File: src/rtl/calc_sequencer.sv
// -----------------------------------------------------------------------------
// calc_sequencer
//
// Control FSM for the four-digit calculator. The user steps operand A, the
// operator and operand B with the slowdown tick, and advances with the
// debounced button. The result is then computed: +, -, x take one cycle.
// Division uses an iterative subtract loop, one subtraction per cycle. The
// block also drives the four character_rom addresses for the scan unit.
//
// Ports
//   clk        : system clock, all state changes on the rising edge
//   rst        : synchronous reset, active low (0 = reset)
//   tick       : one-cycle slowdown pulse, increments the field being edited
//   btn_pulse  : one-cycle debounced button pulse, advances the sequence
//   addr_1..4  : ROM addresses of the four digits, addr_1 is leftmost
//   busy       : high while in COMPUTE or DIVIDE
//   state      : current FSM state, for debug
// -----------------------------------------------------------------------------
module calc_sequencer #(
    parameter logic [4:0] CH_BLANK = 5'd31,
    parameter logic [4:0] CH_PLUS  = 5'd24,
    parameter logic [4:0] CH_MINUS = 5'd25,
    parameter logic [4:0] CH_MUL   = 5'd26,
    parameter logic [4:0] CH_DIV   = 5'd27,
    parameter logic [4:0] CH_EQ    = 5'd28,
    parameter logic [4:0] CH_NEG   = 5'd25,
    parameter logic [4:0] CH_ERR   = 5'd14
) (
    input  logic       clk,
    input  logic       rst,
    input  logic       tick,
    input  logic       btn_pulse,
    output logic [4:0] addr_1,
    output logic [4:0] addr_2,
    output logic [4:0] addr_3,
    output logic [4:0] addr_4,
    output logic       busy,
    output logic [2:0] state
);

    localparam logic [2:0] ST_ENTER_A  = 3'd0;
    localparam logic [2:0] ST_ENTER_OP = 3'd1;
    localparam logic [2:0] ST_ENTER_B  = 3'd2;
    localparam logic [2:0] ST_COMPUTE  = 3'd3;
    localparam logic [2:0] ST_DIVIDE   = 3'd4;
    localparam logic [2:0] ST_SHOW     = 3'd5;

    localparam logic [1:0] OP_ADD = 2'd0;
    localparam logic [1:0] OP_SUB = 2'd1;
    localparam logic [1:0] OP_MUL = 2'd2;
    localparam logic [1:0] OP_DIV = 2'd3;

    logic [2:0] state_r;
    logic [2:0] state_next_s;
    logic [3:0] a_r;
    logic [3:0] b_r;
    logic [1:0] op_r;
    logic [6:0] res_mag_r;
    logic       res_neg_r;
    logic       err_r;
    logic [3:0] rem_r;
    logic [3:0] quo_r;

    // Decimal digit increment with wrap from 9 back to 0.
    function automatic logic [3:0] inc_digit(input logic [3:0] d);
        logic [3:0] r;
        if (d >= 4'd9) begin
            r = 4'd0;
        end else begin
            r = d + 4'd1;
        end
        return r;
    endfunction

    // ROM address of the glyph for an operator code.
    function automatic logic [4:0] op_glyph(input logic [1:0] op);
        logic [4:0] g;
        case (op)
            OP_ADD:  g = CH_PLUS;
            OP_SUB:  g = CH_MINUS;
            OP_MUL:  g = CH_MUL;
            OP_DIV:  g = CH_DIV;
            default: g = CH_BLANK;
        endcase
        return g;
    endfunction

    // State register.
    always_ff @(posedge clk) begin
        if (!rst) begin
            state_r <= ST_ENTER_A;
        end else begin
            state_r <= state_next_s;
        end
    end

    // Next-state logic. The button alone moves the sequence on; tick never does.
    always_comb begin
        state_next_s = state_r;
        case (state_r)
            ST_ENTER_A: begin
                if (btn_pulse) state_next_s = ST_ENTER_OP;
                else           state_next_s = ST_ENTER_A;
            end
            ST_ENTER_OP: begin
                if (btn_pulse) state_next_s = ST_ENTER_B;
                else           state_next_s = ST_ENTER_OP;
            end
            ST_ENTER_B: begin
                if (btn_pulse) state_next_s = ST_COMPUTE;
                else           state_next_s = ST_ENTER_B;
            end
            ST_COMPUTE: begin
                if ((op_r == OP_DIV) && (b_r != 4'd0)) state_next_s = ST_DIVIDE;
                else                                   state_next_s = ST_SHOW;
            end
            ST_DIVIDE: begin
                if (rem_r >= b_r) state_next_s = ST_DIVIDE;
                else              state_next_s = ST_SHOW;
            end
            ST_SHOW: begin
                if (btn_pulse) state_next_s = ST_ENTER_A;
                else           state_next_s = ST_SHOW;
            end
            default: state_next_s = ST_ENTER_A;
        endcase
    end

    // Operand, operator, result and divider registers.
    always_ff @(posedge clk) begin
        if (!rst) begin
            a_r       <= 4'd0;
            b_r       <= 4'd0;
            op_r      <= 2'd0;
            res_mag_r <= 7'd0;
            res_neg_r <= 1'b0;
            err_r     <= 1'b0;
            rem_r     <= 4'd0;
            quo_r     <= 4'd0;
        end else begin
            case (state_r)
                // A tick together with the button is dropped: only the transition happens.
                ST_ENTER_A: begin
                    if (tick && !btn_pulse) a_r <= inc_digit(a_r);
                end
                ST_ENTER_OP: begin
                    if (tick && !btn_pulse) op_r <= op_r + 2'd1;
                end
                ST_ENTER_B: begin
                    if (tick && !btn_pulse) b_r <= inc_digit(b_r);
                end
                ST_COMPUTE: begin
                    case (op_r)
                        OP_ADD: begin
                            res_mag_r <= {3'b000, a_r} + {3'b000, b_r};
                            res_neg_r <= 1'b0;
                        end
                        OP_SUB: begin
                            if (a_r < b_r) begin
                                res_mag_r <= {3'b000, b_r - a_r};
                                res_neg_r <= 1'b1;
                            end else begin
                                res_mag_r <= {3'b000, a_r - b_r};
                                res_neg_r <= 1'b0;
                            end
                        end
                        OP_MUL: begin
                            res_mag_r <= {3'b000, a_r} * {3'b000, b_r};
                            res_neg_r <= 1'b0;
                        end
                        OP_DIV: begin
                            if (b_r == 4'd0) begin
                                err_r <= 1'b1;
                            end else begin
                                rem_r <= a_r;
                                quo_r <= 4'd0;
                            end
                        end
                        default: begin
                            err_r <= 1'b1;
                        end
                    endcase
                end
                // Restoring-free repeated subtraction; exits when the remainder drops below b.
                ST_DIVIDE: begin
                    if (rem_r >= b_r) begin
                        rem_r <= rem_r - b_r;
                        quo_r <= quo_r + 4'd1;
                    end else begin
                        res_mag_r <= {3'b000, quo_r};
                        res_neg_r <= 1'b0;
                    end
                end
                ST_SHOW: begin
                    if (btn_pulse) begin
                        a_r       <= 4'd0;
                        b_r       <= 4'd0;
                        op_r      <= 2'd0;
                        err_r     <= 1'b0;
                        res_mag_r <= 7'd0;
                        res_neg_r <= 1'b0;
                    end
                end
                default: begin
                    a_r <= a_r;
                end
            endcase
        end
    end

    // Display decode and status, purely from the registers.
    always_comb begin
        addr_1 = CH_BLANK;
        addr_2 = CH_BLANK;
        addr_3 = CH_BLANK;
        addr_4 = CH_BLANK;
        busy   = 1'b0;
        state  = state_r;
        case (state_r)
            ST_ENTER_A, ST_ENTER_OP, ST_ENTER_B: begin
                addr_1 = {1'b0, a_r};
                addr_2 = op_glyph(op_r);
                addr_3 = {1'b0, b_r};
                addr_4 = CH_EQ;
            end
            ST_COMPUTE, ST_DIVIDE: begin
                busy = 1'b1;
            end
            ST_SHOW: begin
                if (err_r) begin
                    addr_4 = CH_ERR;
                end else begin
                    // Result is at most 81, so both decimal digits fit in four bits.
                    addr_2 = res_neg_r ? CH_NEG : CH_BLANK;
                    addr_3 = {1'b0, 4'(res_mag_r / 7'd10)};
                    addr_4 = {1'b0, 4'(res_mag_r % 7'd10)};
                end
            end
            default: begin
                busy = 1'b0;
            end
        endcase
    end

endmodule

File: config.mk
export PLATFORM = sky130hd
export DESIGN_NAME = calc_sequencer
export DESIGN_NICKNAME = d
export VERILOG_FILES = /design/src/rtl/calc_sequencer.sv
export SDC_FILE = /design/constraint.sdc
export NUM_CORES = 1
export LEC_CHECK = 0
export CAP_MARGIN = 20
export CORE_MARGIN = 2
export CORE_UTILIZATION = 44
export CTS_CLUSTER_DIAMETER = 80
export DETAILED_ROUTE_END_ITERATION = 10
export GPL_ROUTABILITY_DRIVEN = 1
export PLACE_DENSITY = 0.65
export SYNTH_ARGS = -nofsm -noshare
export SYNTH_HDL_FRONTEND = slang
export SYNTH_SLANG_ARGS = --single-unit
File: constraint.sdc
create_clock -name clk -period 7.14 [get_ports clk]
set_input_delay 1.428 -clock clk [delete_from_list [all_inputs] [get_ports clk]]
set_output_delay 1.428 -clock clk [all_outputs]
set_load 0.01 [all_outputs]
* Word-level counts from Yosys, hierarchy flattened *
Cells that the tools add are included.

storage, ports and cells
  register bits = 30
  bits in latches = 0
  RAM bits = 0
  ROM bits = 0
  input bits = 4
  output and inout port bits = 24
  word-level logic and storage cells = 114
  memories kept = 0

operators by class
  add/sub/neg operators = 8
  multiply operators = 1
  divide/modulo/power cells = 2
  order comparisons = 4
  equality and inequality tests = 19
  shift-type cells = 0
  multiplexer cells = 48
  bitwise logic cells = 0
  reductions and logical operators = 23

operators with widths
  cell                                                   count
  two-way mux 4 bit                                      13
  one-hot mux 7 bit (3 select lines)                     2
  one-hot mux 4 bit (2 select lines)                     4
  one-hot mux 5 bit (2 select lines)                     3
  one-hot mux 5 bit (4 select lines)                     1
  != test 2 bit (second input constant)                  9
  one-hot mux 3 bit (6 select lines)                     1
  AND reduction 4 bit                                    4
  two-way mux 7 bit                                      2
  adder 4 x 1 -> 4 bit (second input constant)           3
  subtractor 4 bit                                       3
  two-way mux 1 bit                                      10
  two-way mux 5 bit                                      2
  nonzero test 2 bit                                     5
  two-way mux 3 bit                                      3
  AND reduction 3 bit                                    3
  >= comparator 4 bit (second input constant)            2
  divider 7 x 4 -> 7 bit (second input constant)         1
  remainder unit 7 x 4 -> 7 bit (second input constant)  1
  multiplier 4 x 4 -> 7 bit                              1
  equality test 3 x 2 -> 1 bit (second input constant)   2
  equality test 3 bit (second input constant)            2
  two-way mux 2 bit                                      3
  adder 4 x 4 -> 5 bit                                   1
  20 further kinds                                       24

* Depth between registers and ports, before layout *
Gate-level depths: netlist (run 1).

  depth in word-level cells = 4
  depth in mapped cells = 13
  gate-level depth less buffers = 13

* Least setup slack after synthesis (run 1) *
OpenSTA, ideal clock, no wires.

  path kind = register -> output
  from = register res_mag_r[3]
  to = output port addr_4[1]
  arrival = 1786 ps
  data required time = 5712 ps
  path slack = 3926 ps
  cell stages (with the launch flop) = 10
  path buffers = 1
  cells stage by stage = dfxtp_1 > buf_2 > nor4bb_1 > nand2_1 > o21ai_1 > a21oi_1 > ha_1 > o22ai_1 > o21ai_1 > a31o_1

on the way
  longest elaborated chain between the ends = 3

ends and longest elaborated chain
  element                             RTL line  RTL
  from (decl)                         58        logic [6:0] res_mag_r;
  from (signal assigned)              155       res_mag_r <= {3'b000, a_r} + {3'b000, b_r};
  from (signal assigned)              160       res_mag_r <= {3'b000, b_r - a_r};
  from (signal assigned)              163       res_mag_r <= {3'b000, a_r - b_r};
  remainder unit 7 x 4 -> 7 bit       236       addr_4 = {1'b0, 4'(res_mag_r % 7'd10)};
  two-way mux 4 bit                   230       if (err_r) begin
  one-hot mux 5 bit (2 select lines)  219       case (state_r)
  to (decl)                           36        output logic [4:0] addr_4,

Every way passes these cells.

* Final worst setup path (run 1) *
  from = register res_mag_r[5]
  to = output port addr_4[1]

The elaborated chain is that of the path after synthesis.

==> impl_metrics.env, run 1 <==
export IMPL_status="complete, no violations"
export IMPL_core_area_mm2=0.00687
export IMPL_num_rows=30
export IMPL_global_route_overflow_total=0
export IMPL_drive_gt1_share_pct=7.91
export IMPL_antenna_cells=0
export IMPL_crit_type="reg -> out"
export IMPL_synth_seq_cells=30
export IMPL_grt_pass1_wl_mm=13.2
export IMPL_die_h_um=88.9
export IMPL_syn_to_final_growth_pct=12.0
export IMPL_start_kind="register"
export IMPL_final_cell_mix="nor2_1 (45), ha_1 (37), inv_1 (31), nand2_1 (31), dfxtp_1 (30)"
export IMPL_end_kind="primary output"
export IMPL_synth_edf_count=0
export IMPL_fin_ws_ns=2.75
export IMPL_netlist_area_mm2=0.00317
export IMPL_fin_skew_ns=0.00288
export IMPL_postLayoutCellArea_mm2=0.00355
export IMPL_p_total_w=0.000426
export IMPL_io_buffers=25
export IMPL_critPathBufInv=1
export IMPL_max_freq_mhz=228
export IMPL_cpLargestDelayFamily="compound AO/OA/AOI/OAI gates"
export IMPL_p_sw_share_pct=26.3
export IMPL_hold_class="reg -> reg"
export IMPL_worstPathMaxFanout=16
export IMPL_drc_errors=0
export IMPL_intPower_w=0.000314
export IMPL_timing_critical_path_arrival_ns=2.96
export IMPL_num_io_pins=28
export IMPL_p_switching_w=0.000112
export IMPL_p_clk_share_pct=41.4
export IMPL_gp_congestion=0.844
export IMPL_cts_resized=0
export IMPL_hold_start="rem_r[3]"
export IMPL_synth_avg_cell_area_um2=7.89
export IMPL_final_common_cell="nor2_1"
export IMPL_cts_sinks=30
export IMPL_cp_cell_sequence="nor4bb_1 -> nand2_1 -> o21ai_1 -> a21oi_1 -> ha_1 -> o22ai_1 -> nand2b_1 -> a31o_1 -> clkdlybuf4s50_1"
export IMPL_startpoint="res_mag_r[5]"
export IMPL_min_period_ns=4.39
export IMPL_die_area_mm2=0.00790
export IMPL_fin_crit_sh_pct=61.5
export IMPL_hold_ws_ns=0.504
export IMPL_worstPathRequired_ns=5.71
export IMPL_yosysUniqueCellTypes=66
export IMPL_tns_ns=0
export IMPL_die_w_um=88.9
export IMPL_clock_latency_ns=0.28
export IMPL_nNetsFinal=466
export IMPL_synthFlopType="dfxtp_1"
export IMPL_ant_nets=0
export IMPL_drt_iter0_markers=220
export IMPL_p_leak_nw=1.46
export IMPL_max_stage_delay_ns=0.63
export IMPL_post_place_ws_ns=3.08
export IMPL_wl_per_cell_um=15.3
export IMPL_gr_usage_all_layers_pct=21.4
export IMPL_maxSlewHeadroom_pct=31.3
export IMPL_grt_pass1_vias=2660
export IMPL_grt_max_degree=24
export IMPL_slowest_stage="dfxtp_1"
export IMPL_peakVddDrop_mv=0.128
export IMPL_htree_levels=2
export IMPL_cts_tree="done"
export IMPL_dr_pass1_iters=4
export IMPL_finalHoldViolations=0
export IMPL_synthCells=402
export IMPL_cap_viol_max_count=0
export IMPL_async_reset_ff_share_pct=0
export IMPL_start_util_pct=46.2
export IMPL_dpl_instance_area_mm2=0.00344
export IMPL_clk_pin_slew_ns=0.07
export IMPL_setup_violations=0
export IMPL_antenna_found_initial=0
export IMPL_p_per_area_mw_per_mm2=120
export IMPL_vias=2849
export IMPL_power_frac_seq_pct=42.3
export IMPL_yosys_warnings=0
export IMPL_finalWirelength_mm=7.85
export IMPL_cts_buffers=5
export IMPL_rsz0062_at_grt="no"
export IMPL_drv_slew=0
export IMPL_cts_root_buffer="clkbuf_8"
export IMPL_cts_setup_buffers=0
export IMPL_clk_path_buf_depth=2
export IMPL_combPwrFrac_pct=16.3
export IMPL_cts_hold_fix_buffers=0
export IMPL_viasPerCell=5.55
export IMPL_r2r_start="b_r[1]"
export IMPL_worstMarginPinSlew_ns=1.03
export IMPL_place_hpwl_mm=6.05
export IMPL_ys_seq_area_share_pct=18.9
metrics by stage:
| step | std cells | util (%) |
|---|---|---|
| finish | 513 | 51.7 |
| global route | 513 | 51.7 |
| CTS | 513 | 51.7 |
| detailed placement | 506 | 50.1 |
| global placement | 506 | 50.1 |
| floorplan | 403 | - |
synth_stat cells (all sizes together), types with 6 or more instances:
cell / number / share of area, %
inv: 36 / 4.3
xnor2: 11 / 3.0
o21ai: 28 / 4.4
nand3: 13 / 2.2
buf: 13 / 2.8
mux2i: 8 / 2.5
fa: 8 / 5.0
a21oi: 28 / 4.8
dfxtp: 30 / 19
nor2b: 11 / 2.2
ha: 37 / 15
nand2b: 11 / 2.2
nand2: 31 / 3.7
nor2: 46 / 5.7
o211ai: 6 / 1.4
layer usage:
| metal | track usage [%] | part of all wire (%) | up-vias |
|---|---|---|---|
| met1 | 30.5 | 49 | 1350 |
| met2 | 35.2 | 46 | 66 |
| li1 | - | - | 1429 |
| met5 | 0 | 0 | - |
| met3 | 2.77 | 4.9 | 4 |
| met4 | 3.58 | 0.48 | 0 |
logic make-up after synthesis:
kind of cell	count (synthesis)	share of synthesized area, %
AOI/OAI and AO/OA	108	23.9
xor gates and xnor gates	14	4.10
adders and majority gates	45	19.6
buffers and inverters	55	7.77
DFF	30	18.9
muxes	11	3.59
other	1	0.118
and+or+nand+nor	138	21.9
power by group through the flow:
| stage | combinational, W | sequential, W | clock (W) |
|---|---|---|---|
| floorplan | 0.0000492 | 0.000179 | 0 |
| global placement | 0.0000681 | 0.000184 | 0 |
| detailed placement | 0.0000691 | 0.000184 | 0 |
| CTS | 0.0000694 | 0.000180 | 0.000178 |
| global route | 0.0000781 | 0.000181 | 0.000185 |
| finish | 0.0000696 | 0.000180 | 0.000176 |
worst register-to-register path: cells and delay by family, from the launching register on:
kind / cells / cell delay, ns
flops: 1 / 0.62
fa+ha+maj: 3 / 1.33
simple gates: 4 / 0.60
buf+inv: 2 / 0.42
xor+xnor: 1 / 0.12
compound gates: 2 / 0.26
flip-flops by register name, indices dropped and copies added (netlist names):
signal	count
op_r	2
state	3
err_r	1
rem_r	4
quo_r	4
b_r	4
a_r	4
res_mag_r	7
res_neg_r	1
worst paths after layout:
kind / end / slack, ns / cells past startpoint
min: rem_r[3] / 0.50 / 1
max reg2reg: res_mag_r[6] / 3.71 / 12
max: addr_4[1] / 2.75 / 9
min reg2reg: rem_r[3] / 0.50 / 1
layout make-up:
cell class	instances	area, um2
flip-flops and latches	30	601
multi-input cells	318	2330
repair buffers	25	250
clock buffers	6	82.6
fillers	691	3320
inverters	37	139
well taps	96	120
clock inverters	1	30.0
Note: power is estimated with default switching activity, not from simulation.
==> run 2, diff against run 1 <==
--- a/config.mk
+++ b/config.mk
@@ -11,7 +11,7 @@
 export CTS_CLUSTER_DIAMETER = 80
 export DETAILED_ROUTE_END_ITERATION = 10
 export GPL_ROUTABILITY_DRIVEN = 1
-export PLACE_DENSITY = 0.65
+export PLACE_DENSITY = 0.67
 export SYNTH_ARGS = -nofsm -noshare
 export SYNTH_HDL_FRONTEND = slang
 export SYNTH_SLANG_ARGS = --single-unit
==> constraint.sdc (replaced) <==
create_clock -name clk -period 3.7 [get_ports clk]
set_input_delay 0.74 -clock clk [delete_from_list [all_inputs] [get_ports clk]]
set_output_delay 0.74 -clock clk [all_outputs]
set_load 0.01 [all_outputs]
==> run 2 against run 1 <==
Net effect: combinational power increased by 110%; critical path type unchanged; clock-buffer cell count increased by 1; critical endpoint unchanged; clock skew increased by 0.0018 ns; total power increased by 73%; worst setup slack got worse by 2.5 ns; first-iteration DRC count decreased by 17%; wire length increased by 1.9%; die area unchanged; clock power increased by 43%; sequential power increased by 91%; final area increased by 1.1%; global-route usage increased by 0.52 points.
==> impl_metrics.env, run 2 (synthesis results as in run 1) <==
export IMPL_clock_latency_ns=0.28
export IMPL_drv_slew=0
export IMPL_nFillCells=684
export IMPL_fin_crit_sh_pct=94.1
export IMPL_clk_path_buf_depth=2
export IMPL_start_kind="register"
export IMPL_start_util_pct=46.2
export IMPL_dp_cells=516
export IMPL_crit_top_cell="nand2b_1"
export IMPL_num_rows=30
export IMPL_drive_gt1_share_pct=9.84
export IMPL_final_cell_mix="nor2_1 (45), ha_1 (37), inv_1 (31), nand2_1 (31), dfxtp_1 (29)"
export IMPL_final_common_cell="nor2_1"
export IMPL_io_buffers=25
export IMPL_r2r_end="res_mag_r[6]"
export IMPL_fin_cells=523
export IMPL_largest_reg_flops=7
export IMPL_worstMarginPinSlew_ns=0.955
export IMPL_clk_pin_slew_ns=0.06
export IMPL_routed_top_layer="met4"
export IMPL_wl_per_cell_um=15.3
export IMPL_num_io_pins=28
export IMPL_maxSlewHeadroom_pct=36.3
export IMPL_cts_root_buffer="clkbuf_8"
export IMPL_nNetsFinal=476
export IMPL_rr_worst_depth=12
export IMPL_syn_to_final_growth_pct=13.2
export IMPL_core_area_mm2=0.00687
export IMPL_die_h_um=88.9
export IMPL_crit_cells=9
export IMPL_r2r_start="b_r[1]"
export IMPL_wl_met1_mm=3.92
export IMPL_timing_critical_path_arrival_ns=2.74
export IMPL_max_freq_mhz=287
export IMPL_ant_nets=0
export IMPL_gr_usage_all_layers_pct=21.9
export IMPL_worstPathMaxFanout=11
export IMPL_worstPathRequired_ns=2.96
export IMPL_antenna_cells=0
export IMPL_p_leak_nw=1.49
export IMPL_cts_buffers=5
export IMPL_crit_type="reg -> out"
export IMPL_viasPerCell=5.56
export IMPL_cts_sinks=30
export IMPL_cpLargestDelayFamily="compound AO/OA/AOI/OAI gates"
export IMPL_top_register="res_mag_r"
export IMPL_hold_ws_ns=0.504
export IMPL_tns_ns=0
export IMPL_hold_class="reg -> reg"
export IMPL_reg2reg_setup_slack_ns=0.53
export IMPL_endpoint="addr_4[1]"
export IMPL_vias=2908
export IMPL_place_hpwl_mm=6.17
export IMPL_end_kind="primary output"
export IMPL_antenna_found_initial=0
export IMPL_global_route_overflow_total=0
export IMPL_cap_viol_max_count=0
export IMPL_post_place_ws_ns=0.450
export IMPL_setup_violations=0
export IMPL_multi_input_area_mm2=0.00233
export IMPL_gp_congestion=0.850
export IMPL_max_stage_delay_ns=0.55
export IMPL_route_met3_wl_um=342
export IMPL_critPathBufInv=1
export IMPL_die_area_mm2=0.00790
export IMPL_grt_pass1_vias=2801
export IMPL_status="complete, no violations"
export IMPL_grt_pass1_wl_mm=13.6
export IMPL_finalWirelength_mm=8.01
export IMPL_startpoint="res_mag_r[6]"
export IMPL_cts_tree="done"
export IMPL_min_period_ns=3.48
export IMPL_grt_max_degree=24
export IMPL_cp_cell_sequence="nand2b_1 -> nor2_1 -> a21o_1 -> a21oi_1 -> ha_1 -> o22ai_1 -> nand2b_1 -> a31o_1 -> clkdlybuf4s50_1"
export IMPL_htree_levels=2
export IMPL_die_w_um=88.9
export IMPL_met2_length_mm=3.65
export IMPL_final_seq_area_um2=602
export IMPL_fin_ws_ns=0.218
export IMPL_fin_skew_ns=0.00464
export IMPL_rsz0062_at_grt="no"
export IMPL_dr_pass1_iters=5
export IMPL_slowest_stage="dfxtp_1"
export IMPL_drt_iter0_markers=183
export IMPL_drc_errors=0
export IMPL_p_per_area_mw_per_mm2=206
export IMPL_postLayoutCellArea_mm2=0.00359
export IMPL_dpl_instance_area_mm2=0.00351
export IMPL_peakVddDrop_mv=0.150
export IMPL_finalHoldViolations=0
## run 2: cell types whose count changed in the layout (fill, tap and decap cells not counted)
cell / previous run / this run
buf_4: 0 / 10
clkbuf_1: 0 / 2
bufinv_16: 1 / 0
clkbuf_8: 6 / 5
dfxtp_1: 30 / 29
dfxtp_2: 0 / 1
## run 2: worst reg2reg max path, cell delays in order, from the launching register on
cell	delay [ns]
dfxtp_1	0.62
inv_1	0.12
nor2_1	0.16
fa_1	0.43
inv_1	0.09
fa_1	0.44
fa_1	0.46
nor2b_1	0.19
o21ai_0	0.11
nand2b_1	0.11
xnor2_1	0.12
nand3_1	0.09
a21boi_1	0.16
## run 2: what timing repair did
action	in CTS	in global routing
gates resized for setup	0	1
setup endpoints to repair	0	2
hold buffers	0	0
setup buffers	0	0
## run 2: stage by stage
step                      power [W]  util [%]
after global routing       0.000780      52.3
after detailed placement   0.000495      51.1
after global placement     0.000491      51.1
after floorplan            0.000441         -
final                      0.000739      52.3
after CTS                  0.000745      52.3
## run 2: worst min-delay path by stage
stage | from | to | slack (ns) | cells past startpoint
floorplan | rem_r[2] | rem_r[2] | 0.48 | 1
global placement | rem_r[2] | rem_r[2] | 0.48 | 1
detailed placement | rem_r[2] | rem_r[2] | 0.50 | 1
CTS | rem_r[2] | rem_r[2] | 0.51 | 1
global route | rem_r[2] | rem_r[2] | 0.53 | 1
finish | rem_r[2] | rem_r[2] | 0.50 | 1
## run 2: area by class of cell
type	count	area share, %
inverters	37	3.87
clock buffers	7	2.13
repair buffers	35	9.06
well taps	96	3.34
multi-input cells	318	64.8
flip-flops and latches	30	16.8
## run 2: power by group
part           switching, W  total (W)  leakage, nW  internal, W
registers         0.0000133   0.000343        0.243     0.000330
logic             0.0000792   0.000145         1.21    0.0000658
clock network      0.000121   0.000251       0.0383     0.000129
total              0.000214   0.000739         1.49     0.000525
## run 2: routing by layer
metal / track usage (%) / vias to the layer above
met1: 31.1 / 1383
li1: - / 1442
met5: 0 / -
met3: 3.51 / 12
met4: 5.65 / 0
met2: 34.8 / 71
